## src/rtl/mem_port_arbiter_pkg.sv

```systemverilog
// mem_arb_pkg: shared constants for the unified memory port arbiter.
//   - Bus widths for address, data and byte enables.
//   - FSM state encoding (IDLE, BUSY, RESP) as fixed constants.
//   - Grant encoding, also used as the bit index into the one-hot grant vector.
package mem_arb_pkg;

  localparam int ADDR_W = 32;
  localparam int DATA_W = 32;
  localparam int BE_W   = 4;

  localparam logic [BE_W-1:0] BE_FULL = 4'hF;

  typedef logic [1:0] state_t;

  localparam state_t IDLE = 2'd0;
  localparam state_t BUSY = 2'd1;
  localparam state_t RESP = 2'd2;

  localparam logic GNT_IF = 1'b0;
  localparam logic GNT_D  = 1'b1;

endpackage

```

## src/rtl/mem_port_arbiter_rr_arb2.sv

```systemverilog
// rr_arb2: combinational two-way round-robin picker.
// Ports:
//   req_if   - fetch requester is asking
//   req_d    - data requester is asking
//   last_gnt - who won the previous grant (GNT_IF / GNT_D)
//   gnt      - one-hot grant, indexed by GNT_IF / GNT_D
module rr_arb2
  import mem_arb_pkg::*;
(
  input  logic       req_if,
  input  logic       req_d,
  input  logic       last_gnt,
  output logic [1:0] gnt
);

  logic if_wins;

  // On a tie, fetch wins only if data had the previous turn.
  assign if_wins = req_if & (~req_d | (last_gnt == GNT_D));

  always_comb begin
    gnt         = '0;
    gnt[GNT_IF] = if_wins;
    gnt[GNT_D]  = req_d & ~if_wins;
  end

endmodule

```

## src/rtl/mem_port_arbiter.sv

```systemverilog
// mem_port_arbiter: shares one variable-latency memory port between the
// instruction-fetch and load/store requesters of a single-cycle core.
// One transaction is in flight at a time; a response timeout aborts it and
// raises a sticky bus error.
// Ports:
//   clk, reset                      - clock, synchronous active-high reset
//   if_req/if_addr -> if_gnt        - fetch request and same-cycle grant
//   if_rvalid/if_rdata              - fetch completion pulse and instruction
//   d_req/d_we/d_addr/d_wdata/d_be  - load/store request
//   d_gnt, d_rvalid/d_rdata         - data grant, completion pulse, load data
//   mem_req/we/addr/wdata/be        - memory request, held until ack/timeout
//   mem_ack/mem_rdata               - memory completion and read data
//   stall                           - core must hold while access in progress
//   bus_err                         - sticky timeout flag
module mem_port_arbiter
  import mem_arb_pkg::*;
#(
  parameter int TIMEOUT = 255,
  parameter int CNT_W   = 8
) (
  input  logic              clk,
  input  logic              reset,
  input  logic              if_req,
  input  logic [ADDR_W-1:0] if_addr,
  output logic              if_gnt,
  output logic              if_rvalid,
  output logic [DATA_W-1:0] if_rdata,
  input  logic              d_req,
  input  logic              d_we,
  input  logic [ADDR_W-1:0] d_addr,
  input  logic [DATA_W-1:0] d_wdata,
  input  logic [BE_W-1:0]   d_be,
  output logic              d_gnt,
  output logic              d_rvalid,
  output logic [DATA_W-1:0] d_rdata,
  output logic              mem_req,
  output logic              mem_we,
  output logic [ADDR_W-1:0] mem_addr,
  output logic [DATA_W-1:0] mem_wdata,
  output logic [BE_W-1:0]   mem_be,
  input  logic              mem_ack,
  input  logic [DATA_W-1:0] mem_rdata,
  output logic              stall,
  output logic              bus_err
);

  state_t            state;
  logic              last_gnt;
  logic              owner;
  logic [CNT_W-1:0]  cnt;
  logic [1:0]        pick;
  logic              idle_ok;
  logic              timeout_hit;
  logic [DATA_W-1:0] if_rdata_q;
  logic [DATA_W-1:0] d_rdata_q;

  rr_arb2 u_rr_arb2 (
    .req_if   (if_req),
    .req_d    (d_req),
    .last_gnt (last_gnt),
    .gnt      (pick)
  );

  // Grants are only issued from IDLE and are suppressed while reset is held,
  // so a request during reset is never reported as accepted.
  assign idle_ok     = (state == IDLE) & ~reset;
  assign if_gnt      = idle_ok & pick[GNT_IF];
  assign d_gnt       = idle_ok & pick[GNT_D];
  assign timeout_hit = (cnt == CNT_W'(TIMEOUT - 1));

  assign if_rvalid = (state == RESP) & (owner == GNT_IF) & ~reset;
  assign d_rvalid  = (state == RESP) & (owner == GNT_D) & ~reset;
  assign if_rdata  = if_rdata_q;
  assign d_rdata   = d_rdata_q;
  assign stall     = (state != IDLE) | if_req | d_req;

  always_ff @(posedge clk) begin
    if (reset) begin
      state      <= IDLE;
      last_gnt   <= GNT_D;
      owner      <= GNT_IF;
      cnt        <= '0;
      mem_req    <= 1'b0;
      mem_we     <= 1'b0;
      mem_addr   <= '0;
      mem_wdata  <= '0;
      mem_be     <= '0;
      if_rdata_q <= '0;
      d_rdata_q  <= '0;
      bus_err    <= 1'b0;
    end else begin
      case (state)
        IDLE: begin
          if (if_gnt | d_gnt) begin
            state   <= BUSY;
            cnt     <= '0;
            mem_req <= 1'b1;
            if (if_gnt) begin
              owner     <= GNT_IF;
              last_gnt  <= GNT_IF;
              mem_we    <= 1'b0;
              mem_addr  <= if_addr;
              mem_wdata <= '0;
              mem_be    <= BE_FULL;
            end else begin
              owner     <= GNT_D;
              last_gnt  <= GNT_D;
              mem_we    <= d_we;
              mem_addr  <= d_addr;
              mem_wdata <= d_wdata;
              mem_be    <= d_be;
            end
          end
        end
        BUSY: begin
          cnt <= cnt + CNT_W'(1);
          // An ack in the final allowed cycle still wins over the abort.
          if (mem_ack) begin
            state   <= RESP;
            mem_req <= 1'b0;
            if (owner == GNT_IF) begin
              if_rdata_q <= mem_rdata;
            end else begin
              d_rdata_q <= mem_we ? '0 : mem_rdata;
            end
          end else if (timeout_hit) begin
            state   <= RESP;
            mem_req <= 1'b0;
            bus_err <= 1'b1;
            if (owner == GNT_IF) begin
              if_rdata_q <= '0;
            end else begin
              d_rdata_q <= '0;
            end
          end
        end
        RESP: begin
          state <= IDLE;
        end
        default: begin
          state <= IDLE;
        end
      endcase
    end
  end

endmodule

```

## config.mk

```make
export PLATFORM = sky130hd
export DESIGN_NAME = mem_port_arbiter
export DESIGN_NICKNAME = d
export VERILOG_FILES = /design/src/rtl/mem_port_arbiter_pkg.sv /design/src/rtl/mem_port_arbiter_rr_arb2.sv /design/src/rtl/mem_port_arbiter.sv
export SDC_FILE = /design/constraint.sdc
export NUM_CORES = 1
export LEC_CHECK = 0
export CORE_MARGIN = 3
export CORE_UTILIZATION = 46
export CTS_CLUSTER_SIZE = 28
export DETAILED_ROUTE_END_ITERATION = 6
export GPL_TIMING_DRIVEN = 1
export PLACE_DENSITY = 0.87
export SYNTH_ARGS = -nofsm -noshare
export SYNTH_HDL_FRONTEND = slang
export SYNTH_HIERARCHICAL = 1
export SYNTH_SLANG_ARGS = --single-unit
```

## constraint.sdc

```tcl
create_clock -name clk -period 5.7 [get_ports clk]
set_clock_uncertainty 0.15 [all_clocks]
set_input_delay 1.14 -clock clk [delete_from_list [all_inputs] [get_ports clk]]
set_output_delay 1.14 -clock clk [all_outputs]
set_load 0.005 [all_outputs]
```

==> impl_metrics.py <==
metrics = {
    "synth": {
        "synth_cell_types": 44,
        "synth_area_leaders": "dfxtp_1, a311oi_2, a31oi_1",
        "synth_nets": 875,
        "synth_seq_cells": 147,
        "syn_avg_cell_area_sq_um": 8.764,
        "synth-seq-area-share_pct": 45.69,
        "yosysTopAreaCellShare_pct": 45.69,
        "syn_area_sq_mm": 0.006441,
        "synth_top_area_cell": "dfxtp_1",
        "yosysWarnings": 6,
        "synthCells": 735,
    },
    "min_path": {
        "hold_depth": 2,
        "holdPathEnd": "bus_err$_SDFFE_PP0P_",
        "hp-start": "bus_err$_SDFFE_PP0P_",
        "hold_class": "reg2reg",
    },
    "sta": {
        "setup_viol": 0,
        "final-hold-violation-count": 0,
        "rsz0062_at_grt": "false",
        "holdWs_ps": 298.7,
        "post-route-period-util_pct": 83.85,
        "period_minus_slack_ps": 4780,
        "slew_viol_final": 0,
        "fmax_ghz": 0.2092,
        "slew_headroom_pct": 23.11,
        "tightest_slew_ps": 1153,
        "setup_tns_ps": 0,
    },
    "clock_tree": {
        "cts_tree": "done",
        "cts-htree-levels": 4,
        "cts_sinks": 147,
        "root_buffer": "clkbuf_16",
        "ctsHoldBuffers": 0,
        "clk_pin_slew_ps": 60,
        "cts_resized": 0,
        "cts_setup_buffers": 0,
        "insertion_delay_ps": 420,
        "clockBufferDepth": 2,
        "cts_inserted_buffers": 17,
    },
    "pwr": {
        "cellLeakagePower_nw": 3.127,
        "p_sw_share_pct": 26.62,
        "powerDensity_mw_per_mm2": 282.5,
        "power.total_w": 0.002735,
        "peakVddDrop_v": 0.0002093,
        "seq_power_share_pct": 41.2,
        "clock_power_share_pct": 40.5,
        "intPower_w": 0.002007,
        "p_sw_w": 0.0007282,
        "power_frac_comb_pct": 18.3,
    },
    "worst_setup_path": {
        "timing.critical_path.mode_cell": "clkdlybuf4s50_1",
        "cp-start-kind": "primary input",
        "reg2reg_setup_slack_ps": 2930,
        "crit_family": "buffers and inverters",
        "arrival_ps": 3490,
        "crit_path_end_kind": "primary output",
        "r2r_start": "last_gnt$_SDFFE_PP1P_",
        "cp_max_fo": 17,
        "reg2regPathDepth": 6,
        "cp_slowest_stage_delay_ps": 660,
        "required_ps": 4410,
        "r2r-end": "mem_addr[22]$_SDFFE_PP0P_",
        "critPathBufInv": 3,
        "crit_slowest_cell": "or4b_4",
        "cp_num_cells": 5,
        "crit_chain": "clkdlybuf4s50_1 -> a21boi_1 -> or4b_4 -> clkinv_1 -> clkdlybuf4s50_1",
        "critPathKind": "in2out",
    },
    "floorplan": {
        "core_sq_mm": 0.01345,
        "die_w_um": 124.3,
        "rows": 42,
        "die_h_um": 124.3,
        "start_util_pct": 47.88,
        "die_area_sq_mm": 0.01546,
        "io-pin-count": 278,
    },
    "final_layout": {
        "fill_cells": 1029,
        "drive_gt1_share_pct": 8.678,
        "layout.cells.non_filler": 1144,
        "area_growth_pct": 50.35,
        "final_nets": 1095,
        "final_util_pct": 71.99,
        "diodes": 0,
    },
    "placed_design": {
        "hpwl_um": 13070,
        "placed_cells": 1112,
        "io_buffer_count": 277,
        "gp_congestion": 0.7889,
    },
    "detailed_routing": {
        "vias": 6654,
        "dr.pass1.iters": 7,
        "wirelength_um": 20300,
        "antenna_left": 0,
        "drtIter0Drc": 626,
        "avgViaCountPerCell": 5.816,
        "remaining_drc_errors": 0,
        "wl_per_cell_um": 17.74,
    },
    "global_route": {
        "track_usage_pct": 24.96,
        "overflow": 0,
        "antenna_found_initial": 0,
        "grt_pass1_wl_um": 32210,
        "grt_pass1_vias": 6168,
        "grt_max_degree": 90,
    },
    "run": {
        "cap_violations": 0,
    },
    "status": {
        "run_status": "finished clean",
    },
}
## through the flow
stage	setup slack (ps)	cell area, sq um
finish	920.4	9684
floorplan	2316	6441
CTS	923.8	9684
global placement	977.6	9097
detailed placement	938.4	9097
global route	755.6	9684
## area by class of cell
cell class	instances	area, sq um	share of cell area [%]
Clock inverter	12	130.1	1.344
Clock buffer	20	456.7	4.716
Multi-Input combinational cell	496	3062	31.62
Sequential cell	147	2943	30.39
Timing Repair Buffer	287	2845	29.38
Tap cell	176	220.2	2.274
Inverter	6	27.53	0.2842
## synth_stat cells (all sizes together)
cell type,n
nand3,71
nor2,36
nand2,99
o2111ai,1
o311ai,1
o21bai,1
or3,2
or2,1
or4,2
nand3b,2
dfxtp,147
a31oi,65
clkbuf,41
nand4,4
nand2b,3
and3b,1
inv,3
mux2,1
clkinv,3
o41ai,1
a211oi,34
xor2,1
o31ai,1
o21ai,2
a21boi,2
nor2b,3
a311oi,64
nor3,15
nor3b,1
a21oi,71
ha,2
or4b,3
and4bb,1
nor4b,2
buf,45
nand4b,2
nor4bb,1
## power by group through the flow
stage | Combinational [W] | Sequential (W) | Clock, W
global placement | 0.000490 | 0.00115 | 0
floorplan | 0.000248 | 0.00114 | 0
CTS | 0.000500 | 0.00113 | 0.00112
detailed placement | 0.000498 | 0.00115 | 0
finish | 0.000501 | 0.00113 | 0.00111
global route | 0.000539 | 0.00113 | 0.00117
## kinds of logic after synthesis
logic type / synth area share (%)
simple gates: 17.89
buf+inv: 7.188
xor+xnor: 0.1360
flops: 45.69
fa+ha+maj: 0.3884
mux: 0.1748
compound gates: 28.54
## cells in the final DEF (no fill, tap or decap), drive strengths merged, types with 3 or more instances in the layout
cell type	count
nand2b	3
nor2	36
inv	5
nand3	71
nand4	4
nor2b	3
clkbuf	20
a31oi	65
dfxtp	147
a21oi	71
a211oi	34
clkinvlp	5
or4b	3
clkdlybuf4s50	276
nor3	15
buf	11
clkinv	6
nand2	99
a311oi	64
## routing by layer
metal	GRT usage, %	part of all wire, %	vias to the layer above
met1	30.66	41	3138
met4	9.284	2.8	0
met3	8.105	7.5	42
met2	40.90	49	280
li1	-	-	3194
met5	0	0	-
## sequential cells by signal (all words and copies together), names as in the netlist
signal	cells
if_rdata	32
mem_wdata	32
mem_req	1
mem_we	1
last_gnt	1
owner	1
cnt	8
state	2
mem_be	4
mem_addr	32
d_rdata	32
bus_err	1
## worst max-delay path by stage
stage | from | endpoint | slack [ps]
3_3_place_gp | if_req | if_gnt | 980
4_1_cts | if_req | if_gnt | 920
2_1_floorplan | reset | d_gnt | 2320
5_1_grt | if_req | if_gnt | 760
3_5_place_dp | if_req | if_gnt | 940
6_report | if_req | if_gnt | 920
## worst min-delay path: stages, from the launching register on
cell and delay, ps:
dfxtp_1 300, inv_1 40, a21oi_1 50
(Power assumes the default switching activity.)
